[config.mk]
export PLATFORM = sky130hd
export DESIGN_NAME = hier_icache_bank_ctrl_fsm
export DESIGN_NICKNAME = d
export VERILOG_FILES = /design/src/rtl/hier_icache_ctrl_pkg.sv /design/src/rtl/hier_icache_tag_sweep.sv /design/src/rtl/hier_icache_bank_ctrl_fsm.sv
export SDC_FILE = /design/constraint.sdc
export NUM_CORES = 1
export LEC_CHECK = 0
export CELL_PAD_IN_SITES_DETAIL_PLACEMENT = 1
export CELL_PAD_IN_SITES_GLOBAL_PLACEMENT = 1
export CORE_MARGIN = 1.5
export CORE_UTILIZATION = 30
export CTS_BUF_LIST = sky130_fd_sc_hd__clkbuf_16
export CTS_CLUSTER_DIAMETER = 30
export DETAILED_ROUTE_END_ITERATION = 8
export HOLD_SLACK_MARGIN = 0.15
export PLACE_DENSITY_LB_ADDON = 0.1
export REMOVE_ABC_BUFFERS = 1
export SYNTH_ARGS = -nofsm -noshare
export SYNTH_HDL_FRONTEND = slang
export SYNTH_SLANG_ARGS = --single-unit
[constraint.sdc]
create_clock -name clk_i -period 4.9 [get_ports clk_i]
set_input_delay 0.98 -clock clk_i [delete_from_list [all_inputs] [get_ports clk_i]]
set_output_delay 0.98 -clock clk_i [all_outputs]
set_load 0.02 [all_outputs]
[src/rtl/hier_icache_ctrl_pkg.sv]
// Shared definitions for the icache bank control sequencer.
// Holds the bank geometry, the sequencer state and request encodings, the
// tag-RAM entry layout and the helpers that split a fetch address into
// set index and tag.
package hier_icache_ctrl_pkg;

    localparam int NB_WAYS    = 4;
    localparam int NB_SETS    = 64;
    localparam int SET_ID_LSB = 4;
    localparam int TAG_WIDTH  = 22;
    localparam int ADDR_WIDTH = 32;
    localparam int SET_W      = $clog2(NB_SETS);
    localparam int ENTRY_W    = TAG_WIDTH + 1;

    typedef enum logic [2:0] {
        ST_INIT,
        ST_IDLE,
        ST_DRAIN,
        ST_WALK,
        ST_SEL_RD,
        ST_SEL_CMP,
        ST_ACK,
        ST_WAIT_LOW
    } ctrl_state_e;

    typedef enum logic [1:0] {
        REQ_ENABLE,
        REQ_DISABLE,
        REQ_FLUSH,
        REQ_SEL_FLUSH
    } ctrl_req_e;

    typedef struct packed {
        logic                 valid;
        logic [TAG_WIDTH-1:0] tag;
    } tag_entry_t;

    function automatic logic [SET_W-1:0] addr_set(input logic [ADDR_WIDTH-1:0] addr);
        return addr[SET_ID_LSB +: SET_W];
    endfunction

    function automatic logic [TAG_WIDTH-1:0] addr_tag(input logic [ADDR_WIDTH-1:0] addr);
        return addr[SET_ID_LSB + SET_W +: TAG_WIDTH];
    endfunction

endpackage

[src/rtl/hier_icache_tag_sweep.sv]
// Set counter that walks every set of the bank once, one set per cycle.
// Used both for the power-on invalidation and for full flush/disable walks.
//   clk_i, rst_i : clock, synchronous active-high reset (arms a sweep)
//   start_i      : restart the sweep at set 0
//   set_idx_o    : set currently being visited
//   busy_o       : sweep in progress (set_idx_o is valid)
//   done_o       : last set is being visited this cycle
module hier_icache_tag_sweep
    import hier_icache_ctrl_pkg::*;
(
    input  logic             clk_i,
    input  logic             rst_i,
    input  logic             start_i,
    output logic [SET_W-1:0] set_idx_o,
    output logic             busy_o,
    output logic             done_o
);

    localparam logic [SET_W-1:0] LAST_SET = SET_W'(NB_SETS - 1);

    logic [SET_W-1:0] set_cnt_r;
    logic             busy_r;

    // Set counter: reset arms the power-on sweep, start re-arms it for a walk.
    always_ff @(posedge clk_i) begin
        if (rst_i) begin
            set_cnt_r <= {SET_W{1'b0}};
            busy_r    <= 1'b1;
        end else if (start_i) begin
            set_cnt_r <= {SET_W{1'b0}};
            busy_r    <= 1'b1;
        end else if (busy_r) begin
            if (set_cnt_r == LAST_SET) begin
                set_cnt_r <= {SET_W{1'b0}};
                busy_r    <= 1'b0;
            end else begin
                set_cnt_r <= set_cnt_r + SET_W'(1);
            end
        end else begin
            set_cnt_r <= set_cnt_r;
            busy_r    <= busy_r;
        end
    end

    assign set_idx_o = set_cnt_r;
    assign busy_o    = busy_r;
    assign done_o    = busy_r && (set_cnt_r == LAST_SET);

endmodule

[src/rtl/hier_icache_bank_ctrl_fsm.sv]
// Per-bank control sequencer of a shared icache bank.
// Serves enable / disable / flush / selective-flush handshakes from the icache
// control unit: blocks lookups, waits for outstanding refills, then sweeps or
// probes the tag RAM to invalidate lines. Also runs the power-on tag sweep.
//   ctrl_req_enable_i / ctrl_ack_enable_o   : enable request level / ack pulse
//   ctrl_req_disable_i / ctrl_ack_disable_o : disable request level / ack pulse
//   ctrl_flush_req_i / ctrl_flush_ack_o     : full flush request level / ack pulse
//   sel_flush_req_i / sel_flush_ack_o       : selective flush request / ack pulse
//   sel_flush_addr_i                        : address to invalidate (latched on accept)
//   pending_refill_i                        : refills still outstanding to L2
//   fetch_block_o, cache_enabled_o          : lookup block, cached (1) / bypass (0)
//   tag_req_o/tag_we_o/tag_addr_o/tag_way_be_o/tag_wdata_o/tag_rdata_i : tag RAM port
module hier_icache_bank_ctrl_fsm
    import hier_icache_ctrl_pkg::*;
(
    input  logic                       clk_i,
    input  logic                       rst_i,
    input  logic                       ctrl_req_enable_i,
    output logic                       ctrl_ack_enable_o,
    input  logic                       ctrl_req_disable_i,
    output logic                       ctrl_ack_disable_o,
    input  logic                       ctrl_flush_req_i,
    output logic                       ctrl_flush_ack_o,
    input  logic                       sel_flush_req_i,
    input  logic [ADDR_WIDTH-1:0]      sel_flush_addr_i,
    output logic                       sel_flush_ack_o,
    input  logic                       pending_refill_i,
    output logic                       fetch_block_o,
    output logic                       cache_enabled_o,
    output logic                       tag_req_o,
    output logic                       tag_we_o,
    output logic [SET_W-1:0]           tag_addr_o,
    output logic [NB_WAYS-1:0]         tag_way_be_o,
    output logic [ENTRY_W-1:0]         tag_wdata_o,
    input  logic [NB_WAYS*ENTRY_W-1:0] tag_rdata_i
);

    ctrl_state_e          state_r, state_next_s;
    ctrl_req_e            kind_r, kind_next_s;
    logic [SET_W-1:0]     sel_set_r;
    logic [TAG_WIDTH-1:0] sel_tag_r;
    logic                 cache_en_r;
    logic                 addr_load_s;
    logic                 sweep_start_s;
    logic                 sweep_busy_s;
    logic                 sweep_done_s;
    logic [SET_W-1:0]     sweep_set_s;
    logic                 kind_req_s;
    logic [NB_WAYS-1:0]   hit_s;
    tag_entry_t           entry_s;
    logic                 addr_offset_unused_s;

    // Line-offset bits select nothing in the tag RAM.
    assign addr_offset_unused_s = ^sel_flush_addr_i[SET_ID_LSB-1:0];

    hier_icache_tag_sweep u_sweep (
        .clk_i     (clk_i),
        .rst_i     (rst_i),
        .start_i   (sweep_start_s),
        .set_idx_o (sweep_set_s),
        .busy_o    (sweep_busy_s),
        .done_o    (sweep_done_s)
    );

    // Level of the request that is currently being served.
    always_comb begin
        kind_req_s = 1'b0;
        case (kind_r)
            REQ_ENABLE:    kind_req_s = ctrl_req_enable_i;
            REQ_DISABLE:   kind_req_s = ctrl_req_disable_i;
            REQ_FLUSH:     kind_req_s = ctrl_flush_req_i;
            REQ_SEL_FLUSH: kind_req_s = sel_flush_req_i;
            default:       kind_req_s = 1'b0;
        endcase
    end

    // Per-way hit of the probed set against the latched flush tag.
    always_comb begin
        hit_s   = {NB_WAYS{1'b0}};
        entry_s = tag_entry_t'({ENTRY_W{1'b0}});
        for (int w = 0; w < NB_WAYS; w++) begin
            entry_s  = tag_entry_t'(tag_rdata_i[w*ENTRY_W +: ENTRY_W]);
            hit_s[w] = entry_s.valid && (entry_s.tag == sel_tag_r);
        end
    end

    // Next-state logic; request priority in IDLE is disable > flush > sel > enable.
    always_comb begin
        state_next_s  = state_r;
        kind_next_s   = kind_r;
        addr_load_s   = 1'b0;
        sweep_start_s = 1'b0;
        case (state_r)
            ST_INIT: begin
                if (sweep_done_s) begin
                    state_next_s = ST_IDLE;
                end else begin
                    state_next_s = ST_INIT;
                end
            end
            ST_IDLE: begin
                if (ctrl_req_disable_i) begin
                    kind_next_s  = REQ_DISABLE;
                    state_next_s = ST_DRAIN;
                end else if (ctrl_flush_req_i) begin
                    kind_next_s  = REQ_FLUSH;
                    state_next_s = ST_DRAIN;
                end else if (sel_flush_req_i) begin
                    kind_next_s  = REQ_SEL_FLUSH;
                    addr_load_s  = 1'b1;
                    state_next_s = ST_DRAIN;
                end else if (ctrl_req_enable_i) begin
                    kind_next_s  = REQ_ENABLE;
                    state_next_s = ST_ACK;
                end else begin
                    state_next_s = ST_IDLE;
                end
            end
            ST_DRAIN: begin
                if (pending_refill_i) begin
                    state_next_s = ST_DRAIN;
                end else if (kind_r == REQ_SEL_FLUSH) begin
                    state_next_s = ST_SEL_RD;
                end else begin
                    sweep_start_s = 1'b1;
                    state_next_s  = ST_WALK;
                end
            end
            ST_WALK: begin
                if (sweep_done_s) begin
                    state_next_s = ST_ACK;
                end else begin
                    state_next_s = ST_WALK;
                end
            end
            ST_SEL_RD:  state_next_s = ST_SEL_CMP;
            ST_SEL_CMP: state_next_s = ST_ACK;
            ST_ACK:     state_next_s = ST_WAIT_LOW;
            ST_WAIT_LOW: begin
                if (kind_req_s) begin
                    state_next_s = ST_WAIT_LOW;
                end else begin
                    state_next_s = ST_IDLE;
                end
            end
            default: state_next_s = ST_INIT;
        endcase
    end

    // State, accepted request kind and latched flush address.
    always_ff @(posedge clk_i) begin
        if (rst_i) begin
            state_r   <= ST_INIT;
            kind_r    <= REQ_ENABLE;
            sel_set_r <= {SET_W{1'b0}};
            sel_tag_r <= {TAG_WIDTH{1'b0}};
        end else begin
            state_r <= state_next_s;
            kind_r  <= kind_next_s;
            if (addr_load_s) begin
                sel_set_r <= addr_set(sel_flush_addr_i);
                sel_tag_r <= addr_tag(sel_flush_addr_i);
            end else begin
                sel_set_r <= sel_set_r;
                sel_tag_r <= sel_tag_r;
            end
        end
    end

    // Cached-mode flag changes on entry to ACK so it is visible with the ack.
    always_ff @(posedge clk_i) begin
        if (rst_i) begin
            cache_en_r <= 1'b0;
        end else if ((state_next_s == ST_ACK) && (kind_next_s == REQ_ENABLE)) begin
            cache_en_r <= 1'b1;
        end else if ((state_next_s == ST_ACK) && (kind_next_s == REQ_DISABLE)) begin
            cache_en_r <= 1'b0;
        end else begin
            cache_en_r <= cache_en_r;
        end
    end

    assign cache_enabled_o = cache_en_r;

    // Output decode; reset silences the tag port even before state settles.
    always_comb begin
        tag_req_o          = 1'b0;
        tag_we_o           = 1'b0;
        tag_addr_o         = {SET_W{1'b0}};
        tag_way_be_o       = {NB_WAYS{1'b0}};
        tag_wdata_o        = {ENTRY_W{1'b0}};
        ctrl_ack_enable_o  = 1'b0;
        ctrl_ack_disable_o = 1'b0;
        ctrl_flush_ack_o   = 1'b0;
        sel_flush_ack_o    = 1'b0;
        fetch_block_o      = 1'b1;
        if (rst_i) begin
            fetch_block_o = 1'b1;
        end else begin
            case (state_r)
                ST_INIT, ST_WALK: begin
                    tag_req_o    = sweep_busy_s;
                    tag_we_o     = sweep_busy_s;
                    tag_addr_o   = sweep_set_s;
                    tag_way_be_o = {NB_WAYS{sweep_busy_s}};
                end
                ST_IDLE: fetch_block_o = 1'b0;
                ST_SEL_RD: begin
                    tag_req_o  = 1'b1;
                    tag_addr_o = sel_set_r;
                end
                ST_SEL_CMP: begin
                    if (|hit_s) begin
                        tag_req_o    = 1'b1;
                        tag_we_o     = 1'b1;
                        tag_addr_o   = sel_set_r;
                        tag_way_be_o = hit_s;
                    end else begin
                        tag_req_o = 1'b0;
                    end
                end
                ST_ACK: begin
                    case (kind_r)
                        REQ_ENABLE:    ctrl_ack_enable_o  = 1'b1;
                        REQ_DISABLE:   ctrl_ack_disable_o = 1'b1;
                        REQ_FLUSH:     ctrl_flush_ack_o   = 1'b1;
                        REQ_SEL_FLUSH: sel_flush_ack_o    = 1'b1;
                        default:       ctrl_ack_enable_o  = 1'b0;
                    endcase
                end
                default: fetch_block_o = 1'b1;
            endcase
        end
    end

endmodule

==> summary by stage, run 1 <==
Yosys
The average instance in the mapped netlist occupies about 7.8 um^2. Sorting the synthesized cells by area gives the leading types as sky130_fd_sc_hd__dfxtp_1, sky130_fd_sc_hd__xor2_1, sky130_fd_sc_hd__xnor2_1. Summing the sequential cell areas from Yosys gives 25.10% of the chip area. After technology mapping, the gate count stands at between 400 and 500. Ranked by instance count, the synthesized netlist is headed by sky130_fd_sc_hd__nand2_1, sky130_fd_sc_hd__xor2_1, sky130_fd_sc_hd__dfxtp_1. The predominant post-synthesis flop cell is sky130_fd_sc_hd__dfxtp_1. sky130_fd_sc_hd__dfxtp_1 takes more of the synthesized area than any other cell. The share of async-settable or async-resettable flops after synthesis is 0%. In this run, synthesis inferred 0 flip-flops with an integrated enable.

The number of flip-flops and latches in the synthesized netlist is 41. The top cell type's share of synthesized area is 25.10%. Yosys instantiated no cell more often than sky130_fd_sc_hd__nand2_1. Synthesis instantiated 45 different standard cells from the library.

The mapped netlist covers ~3300 um^2. For this run, the number of Yosys warnings is 0.

Floorplanning
From bottom edge to top edge, the die measures between 100 and 150 um. The number of standard-cell rows in the floorplan is 37. The die width is 107.4 um. The effective utilization at floorplan is 31.26%. The placeable core area is around 10000 um^2. The area enclosed by the die boundary is roughly 12000 um^2. For this design the top-level I/O count stands at between 150 and 200.

Route
The via count of the routed design is approximately 3200. The number of nets still failing antenna checks after routing is 0. Summed over all layers, the routed wires come to between 10000 and 15000 um. The detailed-routing iteration count for the pre-antenna-repair pass is 4. The routed length per instance is approximately 18 um. The number of design-rule violations left by the first detailed-router iteration is between 50 and 60.

The number of vias per cell is 4.739. The total DRC errors in the routed layout is 0.

Final layout
The diode insertion count for antenna repair is 0. In the final design database the tool counted approximately 670 nets. The fraction of layout cells with a size suffix above 1 is about 3.7%.

The area added between synthesis and finish is 46.52%.

STA
After layout, the worst path uses between 90% and 100% of the clock period. For this run, the top clock speed supported by timing is between 0.2 and 0.25 GHz. Summed over all failing endpoints, the final setup total negative slack is 0 ns. The worst setup skew after layout is ~0.0047 ns. The setup violation total in the final timing report is 0. The transition time at the pin with the least slew margin is roughly 0.61 ns. In this run the tightest slew margin relative to its limit is between 50 and 60%.

The number of hold violations in the final report is 0. Setup repair after global routing left no endpoint under its margin. For the finished layout, the period the worst path requires is between 4 and 5 ns. The number of slew-limit violations in the final report is 0. Once routing completed, OpenROAD measured the worst setup slack at ~0.31 ns.

Clocking
In this run the deepest clock path goes through 2 buffers. CTS placed an instance of sky130_fd_sc_hd__clkbuf_16 at the clock tree root. At the later pin of the worst-skew pair, clock insertion delay measures ~0.28 ns. The count of hold-fix buffers inserted at cts is 0. The total clock sinks is slightly above 40. The total number of H-tree levels is 2. The number of buffers inserted during clock tree synthesis is 5. The post-CTS repair timing setup buffer count is 0. The clock tree from TritonCTS is built.

The clock-pin slew of the registers on the worst-case setup and hold paths is 0.06 ns. The post-cts sizing count is 0.

Status
The flow ran to the end, and the final reports show no timing, DRC or antenna violations.

Global routing
The number of global-route vias before repair came to 3435. The first global-routing pass estimated roughly 18000 um of wire. The pin count of the biggest net entering global routing is 35.

The initial antenna violation count is 0. Global routing used 20.40% of the available tracks. The total grt overflow is 0.

Placement
The number of port buffers is about 140. OpenSTA, run right after detailed placement, puts the worst setup slack at between 0.3 and 0.4 ns. The final weighted congestion in routability-driven placement is 0.8109. Detailed placement ended at an HPWL of around 9500 um.

Critical path
The maximum fanout count along the critical path is 7. The kind of critical path is primary input to output port. Data on the critical path is required at its endpoint by 3.92 ns. The element type at the critical path end is an output port. The data arrival time at the worst-slack endpoint is 3.61 ns. STA classifies the critical path startpoint as a primary input.

Power and ir drop
IR analysis of the VDD net gives a maximum drop of between 0.1 and 0.15 mV. The leakage power is between 1.5 and 2 nW. For this design the ratio of total power to cell area is between 150 and 200 nW/um^2.

Summing internal, switching and leakage power gives around 0.91 mW.

Run
Max-cap violations in this run came to 0.

Min path
In this run the worst hold path is classified as register to register.
[worst max-delay path, stage by stage]
cell and delay [ns]:
sky130_fd_sc_hd__clkdlybuf4s50_1 0.41, sky130_fd_sc_hd__xor2_1 0.15, sky130_fd_sc_hd__nor4_1 0.41, sky130_fd_sc_hd__nand4_1 0.24
sky130_fd_sc_hd__nor4_2 0.38, sky130_fd_sc_hd__a31o_2 0.26, sky130_fd_sc_hd__o31a_1 0.17, sky130_fd_sc_hd__clkdlybuf4s50_1 0.61
[sequential cells by signal, summed over array words and instances (netlist names)]
name and flops:
sel_tag_r 22, state_r 3, sel_set_r 6, kind_r 2, u_sweep.busy_o 1, u_sweep.set_idx_o 6, cache_enabled_o 1
[final cells by class]
type / count / area (um^2)
tap: 136 / 170.2
clock inverter: 3 / 37.54
sequential: 41 / 820.8
inverter: 11 / 41.29
fill: 1286 / 5670
multi-input combinational: 335 / 2133
clock buffer: 5 / 125.1
timing repair buffer: 147 / 1464
[metrics by stage]
| step | utilization [%] | hold WS, ns | cells | instance area [um^2] |
|---|---|---|---|---|
| global route | 45.80 | 0.5030 | 678 | 4792 |
| global placement | 44.25 | 0.4465 | 670 | 4629 |
| floorplan | - | 0.4305 | 387 | 2995 |
| detailed placement | 44.25 | 0.4545 | 670 | 4629 |
| CTS | 45.80 | 0.4634 | 678 | 4792 |
| finish | 45.80 | 0.4630 | 678 | 4792 |
[routing by layer]
| metal | global-route usage (%) | vias up | share of wire, % |
|---|---|---|---|
| met2 | 35.49 | 104 | 48 |
| met3 | 5.387 | 4 | 7.1 |
| met5 | 0 | - | 0 |
| met4 | 3.477 | 0 | 0.51 |
| met1 | 25.52 | 1492 | 44 |
| li1 | - | 1613 | - |
[cell families after synthesis]
kind of cell,count (synthesis),synth area share (%)
muxes,2,0.6886
and+or+nand+nor,148,23.79
buffers and inverters,68,12.20
xor gates and xnor gates,91,24.37
adders and majority gates,1,0.3825
DFF,41,25.10
AOI/OAI and AO/OA,70,13.35
other,1,0.1147
[report_power, final]
part | switching [mW] | leakage (nW) | total (mW) | internal, mW
Combinational | 0.0741 | 1.40 | 0.195 | 0.121
Sequential | 0.00264 | 0.331 | 0.338 | 0.335
Clock | 0.135 | 0.0826 | 0.372 | 0.237
[worst paths after layout]
| path | cells past startpoint | to | slack, ns | start |
|---|---|---|---|---|
| setup / recovery | 8 | tag_addr_o[3] | 0.31 | tag_rdata_i[79] |
| hold / removal | 2 | sel_set_r[0]$_SDFFE_PP0P_ | 0.46 | sel_set_r[0]$_SDFFE_PP0P_ |
| setup reg to reg | 5 | cache_enabled_o$_SDFFE_PP0P_ | 2.84 | state_r[0]$_SDFF_PP0_ |
| hold reg to reg | 2 | sel_set_r[0]$_SDFFE_PP0P_ | 0.46 | sel_set_r[0]$_SDFFE_PP0P_ |
[layout by cell type (no fill, tap or decap), types with 2 or more instances in the layout]
| cell type | n |
|---|---|
| sky130_fd_sc_hd__nor2_1 | 17 |
| sky130_fd_sc_hd__o31a_1 | 8 |
| sky130_fd_sc_hd__mux2_2 | 2 |
| sky130_fd_sc_hd__o41ai_1 | 2 |
| sky130_fd_sc_hd__xnor2_1 | 36 |
| sky130_fd_sc_hd__clkbuf_16 | 5 |
| sky130_fd_sc_hd__nand4_1 | 17 |
| sky130_fd_sc_hd__and2_1 | 8 |
| sky130_fd_sc_hd__dfxtp_1 | 41 |
| sky130_fd_sc_hd__buf_4 | 3 |
| sky130_fd_sc_hd__conb_1 | 23 |
| sky130_fd_sc_hd__inv_1 | 11 |
| sky130_fd_sc_hd__o21a_1 | 7 |
| sky130_fd_sc_hd__nand3_1 | 6 |
| sky130_fd_sc_hd__clkinv_1 | 2 |
| sky130_fd_sc_hd__nand2b_1 | 3 |
| sky130_fd_sc_hd__nor3_1 | 10 |
| sky130_fd_sc_hd__nor4_1 | 14 |
| sky130_fd_sc_hd__clkdlybuf4s50_1 | 144 |
| sky130_fd_sc_hd__xor2_1 | 55 |
| sky130_fd_sc_hd__o21ai_0 | 7 |
| sky130_fd_sc_hd__or3_4 | 2 |
| sky130_fd_sc_hd__nor3b_1 | 2 |
| sky130_fd_sc_hd__a21oi_1 | 35 |
| sky130_fd_sc_hd__nand2_1 | 62 |
No activity file was read; power rests on OpenSTA's default activity.
==> run 2, diff against run 1 <==
Settings changed: CORE_MARGIN 1.5 to unset.
==> summary by stage, run 2 (synthesized netlist as in run 1, its figures left out) <==
Status
The run finished with clean final reports.

Placement
The post-placement worst setup slack is around 0.24 ns. The number of port buffers is ~140. The number of instances in the placed design is 670. The wire-length estimate of the detail-placed layout is about 9300 um. The congestion estimate from routability-driven global placement came to approximately 0.82.

Final layout
At the end of the flow the core is filled with cells to a little under half. The multi-input combinational cells in the finished layout cover a total of about 2100 um^2. The number of non-filler instances in the completed layout is between 600 and 700. The register with the most flip-flops is sel_tag_r. The number of flip-flops in the largest register is 22. At the end of the flow, the number of nets in the layout was 673. The library cell used most frequently in the layout, excluding fill and tap cells, is sky130_fd_sc_hd__clkdlybuf4s50_1. Across the whole layout, storage elements account for a little over 800 um^2. The top cell types in the final layout, fill and taps aside, are sky130_fd_sc_hd__clkdlybuf4s50_1, sky130_fd_sc_hd__nand2_1, sky130_fd_sc_hd__xor2_1. The repair_antennas step left the layout with diodes totalling 0. The area added between synthesis and finish is 45.60%. The fill cell total of the finished layout is roughly 1300. The fraction of layout cells with a size suffix above 1 is 3.512%.

Route
The total DRC errors in the routed layout is 0. Using the TritonRoute via totals, the vias-per-cell ratio works out to 4.758. The detailed router placed ~3200 vias in this run. The detail route stage leaves a number of antenna-violating nets equal to 0.

For this block, the initial DRC count from the detailed router was just under 70. In the final routed layout, each cell accounts on average for about 17 um. The detailed-routing iteration count for the pre-antenna-repair pass is 4. The total detailed-routing wirelength is ~12000 um.

Min path
The worst hold path belongs to the class register to register.

STA
Static timing analysis puts the maximum clock frequency at ~0.22 GHz. The hold slack is ~0.46 ns. For the final database, setup skew stands at about 0.0045 ns. The setup violation total in the final timing report is 0. The final critical delay including setup and external delays is around 4.6 ns. For the final routed database, the setup TNS stands at 0 ns. The number of slew-limit violations in the final report is 0. Setup repair after global routing left no endpoint under its margin. In the finished design, the share of the clock period the worst path needs comes to between 90% and 100%.

The worst path meets setup with roughly 0.25 ns of slack. The transition time at the pin with the least slew margin is between 0.5 and 0.6 ns. Headroom to the max-slew limit came out at 62.80%.

The number of hold violations in the final report is 0.

Critical path
STA classifies the critical path endpoint as an output port. The most numerous cell type found on the critical path is sky130_fd_sc_hd__clkdlybuf4s50_1. The data arrival time at the worst-slack endpoint is 3.67 ns. The data required time at the worst endpoint is between 3 and 4 ns. The cell family contributing the most delay on the critical path is simple AND/OR/NAND/NOR gates. The largest individual stage delay along the critical path comes from the cell sky130_fd_sc_hd__clkdlybuf4s50_1. The kind of critical path is primary input to output port. Traced cell by cell, the critical path runs through clkdlybuf4s50_1 > xor2_1 > nor4_1 > nand4_1 > nor4_2 > a31o_2 > o31a_1 > clkdlybuf4s50_1. STA classifies the critical path startpoint as a primary input. The largest stage delay on the critical path is approximately 0.60 ns. The critical path buffer and inverter count is 2. The maximum fanout count along the critical path is 7.

Clocking
Buffers added to address setup during post-CTS repair amount to 0. The clock tree from TritonCTS is built. In this run, CTS created clock tree buffers numbering 5. In this run the clock root is driven by a sky130_fd_sc_hd__clkbuf_16.

The clock latency on the worst-skew pair is between 0.2 and 0.3 ns. The number of buffers on the longest clock path is 2. The count of hold-fix buffers inserted at cts is 0. Clock-pin slew was measured on the worst setup and hold paths at 0.06 ns. The post-cts sizing count is 0. The total number of H-tree levels is 2.

The total clock sinks is around 40.

Power and ir drop
For this design the static power due to leakage is between 1.5 and 2 nW. In this run the power density over the cells is 178.0 nW/um^2. The worst voltage drop across the vdd grid is ~0.12 mV.

Run
The number of violations of the max-capacitance limit is 0.

Floorplanning
After floorplanning, the core was divided into 37 placement rows. The area enclosed by the die boundary is approximately 11000 um^2. The die width is approximately 110 um. The initial utilization of the core area, before any placement, comes to a little under a third. The die boundary height is about 110 um.

The placeable core area is 10460 um^2. about 170 I/O pins were placed.

Global routing
The initial antenna violation count is 0. The first-pass GRT wire length is 17690 um. In the global route stage, overall resource usage came out at 20.30%. Entering global routing, the biggest net connects 35 pins. The number of global-route vias before repair is between 3000 and 4000. The total overflow left after global routing is 0.
-- run 2: cell count changes in the layout (fill, tap and decap cells not counted), sizes merged --
cell	before	now
bufinv	1	0
-- run 2: where the power goes --
| part | internal (mW) | switching (mW) |
|---|---|---|
| sequential | 0.336 | 0.00279 |
| combinational | 0.121 | 0.0743 |
| clock | 0.182 | 0.132 |
-- run 2: per-stage QoR --
step / area, um^2 / power, mW
after floorplan: 2995 / 0.4081
after global placement: 4629 / 0.5378
after detailed placement: 4629 / 0.5407
after CTS: 4762 / 0.8577
after global routing: 4762 / 0.8852
final: 4762 / 0.8476
-- run 2: layout make-up --
type	instances	area share, %
timing repair buffer	147	30.74
clock inverter	2	0.1576
clock buffer	5	2.627
tap	136	3.573
sequential	41	17.24
multi-input combinational	335	44.80
inverter	11	0.8671
-- run 2: per-layer routing --
metal  vias up  track usage, %  wire length (um)
met3         2           5.273               778
met5         -               0                 0
li1       1609               -                 -
met1      1509           24.54              5131
met2       101           36.87              5685
met4         0           2.348                29
-- run 2: worst register-to-register path, cell delays in order, from the launching register on --
cell and delay, ns:
sky130_fd_sc_hd__dfxtp_1 0.58, sky130_fd_sc_hd__and2b_4 0.28, sky130_fd_sc_hd__a21boi_0 0.37, sky130_fd_sc_hd__o2111ai_1 0.23, sky130_fd_sc_hd__o311ai_0 0.32, sky130_fd_sc_hd__o41ai_1 0.13
-- run 2: worst paths after layout --
kind                                  start                            to  slack, ns  cells after the start
hold reg to reg   sel_set_r[1]$_SDFFE_PP0P_     sel_set_r[1]$_SDFFE_PP0P_       0.46                      2
hold / removal    sel_set_r[1]$_SDFFE_PP0P_     sel_set_r[1]$_SDFFE_PP0P_       0.46                      2
setup reg to reg      state_r[0]$_SDFF_PP0_  cache_enabled_o$_SDFFE_PP0P_       2.86                      5
setup / recovery            tag_rdata_i[79]                 tag_addr_o[3]       0.25                      8
==> run 3, diff against run 2 <==
Settings changed: MAX_ROUTING_LAYER set to met4.
==> summary by stage, run 3 (synthesized netlist as in run 1, its figures left out) <==
Status
The run finished with clean final reports.

Power and ir drop
Power spread over the standard cell area amounts to 177.9 nW/um^2. The analysis attributes to cell leakage a power of roughly 1.8 nW. Power comes to between 0.8 and 0.9 mW.

The worst-case IR drop observed on VDD is around 0.12 mV.

Clocking
Once the clock tree was built, the setup fixing pass inserted 0 buffers. Counting every sink on the clock net gives 41. The post-cts sizing count is 0. The number of buffers on the longest clock path is 2. The number of buffers inserted during clock tree synthesis is 5. TritonCTS built the clock tree.

The clock latency on the worst-skew pair is around 0.28 ns. The total number of H-tree levels is 2. The clock-pin slew of the registers on the worst-case setup and hold paths is roughly 0.06 ns. The count of hold-fix buffers inserted at cts is 0. The cell chosen for the clock root is sky130_fd_sc_hd__clkbuf_16.

Final layout
The top cell types in the final layout, fill and taps aside, are sky130_fd_sc_hd__clkdlybuf4s50_1, sky130_fd_sc_hd__nand2_1, sky130_fd_sc_hd__xor2_1. The combined flip-flop and latch cell area is approximately 800 um^2. The total area of multi-input combinational cells is about 2100 um^2. The library cell used most frequently in the layout, excluding fill and tap cells, is sky130_fd_sc_hd__clkdlybuf4s50_1. The number of flip-flops in the largest register is 22. Relative to the synthesized area, the layout overhead comes to 45.60%. The post-route cell area is 4762 um^2. Once layout is complete, the cells apart from fillers number 677. The diode insertion count for antenna repair is 0. The fill cell total of the finished layout is roughly 1300. The fraction of layout cells with a size suffix above 1 is roughly 3.5%. The register with the most flip-flops is sel_tag_r. For this run, the post-layout net count is between 600 and 700.

Run
The number of violations of the max-capacitance limit is 0.

Route
The routed length per instance is approximately 17 um. The highest metal layer used by the detailed router is met4. The number of nets still failing antenna checks after routing is 0.

The total detailed-routing wirelength is ~12000 um. In the final routing, the length of wire on met1 measures 5127 um. The met3 wire length is 771 um. The number of design-rule violations left by the first detailed-router iteration is 62. The number of vias per cell is about 4.8. After detailed routing, the number of remaining DRC violations is 0. The detailed-routing iteration count for the pre-antenna-repair pass is 4. The wire length on met2 is around 5700 um. The via count of the routed design is roughly 3200.

Global routing
The total global routing track utilization is a little over a fifth. Entering global routing, the biggest net connects 35 pins. The number of global-route vias before repair came to 3323. The first global-routing pass estimated ~18000 um of wire. The initial antenna violation count was 0. After global routing the overflow that remains totals 0.

Critical path
Among the stages of the critical path, the cell type that occurs most often is sky130_fd_sc_hd__clkdlybuf4s50_1. The kind of critical path is primary input to output port. The slowest stage of the critical path is the sky130_fd_sc_hd__clkdlybuf4s50_1 cell. The critical path goes through clkdlybuf4s50_1 > xor2_1 > nor4_1 > nand4_1 > nor4_2 > a31o_2 > o31a_1 > clkdlybuf4s50_1. The critical path launch point type is a primary input. In this design, the stage delay of the slowest critical-path cell is ~0.60 ns. For the worst setup path, the data required time is 3.92 ns.

The depth of the most critical reg-to-reg path is 5. The data arrival time at the worst-slack endpoint is between 3 and 4 ns. The maximum fanout count along the critical path is 7. The element type at the critical path end is an output port.

Floorplanning
Measured along the y axis, the die boundary spans 106.4 um. The effective utilization at floorplan is roughly 31%. The floorplan step defined a die boundary enclosing roughly 11000 um^2.

The region available for standard cell placement spans roughly 10000 um^2. The initialized floorplan defines 37 standard-cell rows. The number of I/O pins is roughly 170. The die width is around 110 um.

Placement
The half-perimeter wire length after placement is just over 9000 um. In this run the cell area measured after placement is ~4600 um^2. The number of instances in the placed design is 670.

The final weighted congestion in routability-driven placement is roughly 0.83. Buffers placed on the I/O ports in this run total about 140.

STA
Between clock sinks in the finished design, the worst skew comes to between 0.004 and 0.005 ns. The transition time at the pin with the least slew margin is about 0.55 ns. Setup total negative slack on the finished layout was measured at 0 ns. The number of hold violations in the final report is 0.

Headroom to the max-slew limit came out at 62.73%. The number of slew-limit violations in the final report is 0. Setup repair after global routing left no endpoint under its margin. The maximum clock rate is about 0.22 GHz. The setup violation total in the final timing report is 0. The final critical delay including setup and external delays is around 4.6 ns. In the finished design, the share of the clock period the worst path needs comes to 94.36%.

Min path
The number of instances on the worst hold path is 2. The worst min-delay path class is register to register.
## run 3: cell counts in the layout (fill, tap and decap cells not counted)
Identical to the previous run, type by type.
## run 3: power breakdown
| group | switching (mW) | internal, mW | total (mW) | leakage [nW] |
|---|---|---|---|---|
| registers | 0.00278 | 0.336 | 0.338 | 0.331 |
| clock network | 0.131 | 0.182 | 0.313 | 0.0685 |
| logic | 0.0744 | 0.121 | 0.195 | 1.40 |
## run 3: final timing paths
| kind | slack, ns | endpoint | startpoint |
|---|---|---|---|
| setup / recovery | 0.28 | tag_addr_o[3] | tag_rdata_i[79] |
| setup reg to reg | 2.86 | cache_enabled_o$_SDFFE_PP0P_ | state_r[0]$_SDFF_PP0_ |
| hold reg to reg | 0.46 | sel_set_r[1]$_SDFFE_PP0P_ | sel_set_r[1]$_SDFFE_PP0P_ |
| hold / removal | 0.46 | sel_set_r[1]$_SDFFE_PP0P_ | sel_set_r[1]$_SDFFE_PP0P_ |
## run 3: per-layer routing
layer	up-vias	track usage [%]
met3	2	5.150
met5	-	-
met1	1503	24.62
met4	0	2.348
met2	103	36.87
li1	1609	-
## run 3: metrics by stage
stage	worst slack (ns)	hold slack (ns)	utilization, %
6_report	0.2763	0.4594	45.52
5_1_grt	0.08559	0.4881	45.52
4_1_cts	0.2398	0.4620	45.52
3_5_place_dp	0.2444	0.4538	44.25
3_3_place_gp	0.3570	0.4517	44.25
2_1_floorplan	1.667	0.4305	-
## run 3: area by class of cell
| type | count | area share (%) |
|---|---|---|
| clock buffer | 5 | 2.627 |
| clock inverter | 2 | 0.1576 |
| inverter | 11 | 0.8671 |
| multi-input combinational | 335 | 44.80 |
| sequential | 41 | 17.24 |
| tap | 136 | 3.573 |
| timing repair buffer | 147 | 30.74 |
## run 3: critical path: cells and delay by family
kind	cells	cell delay (ns)
xor gates and xnor gates	1	0.15
and+or+nand+nor	3	1.05
AOI/OAI and AO/OA	2	0.44
buffers and inverters	2	1.02
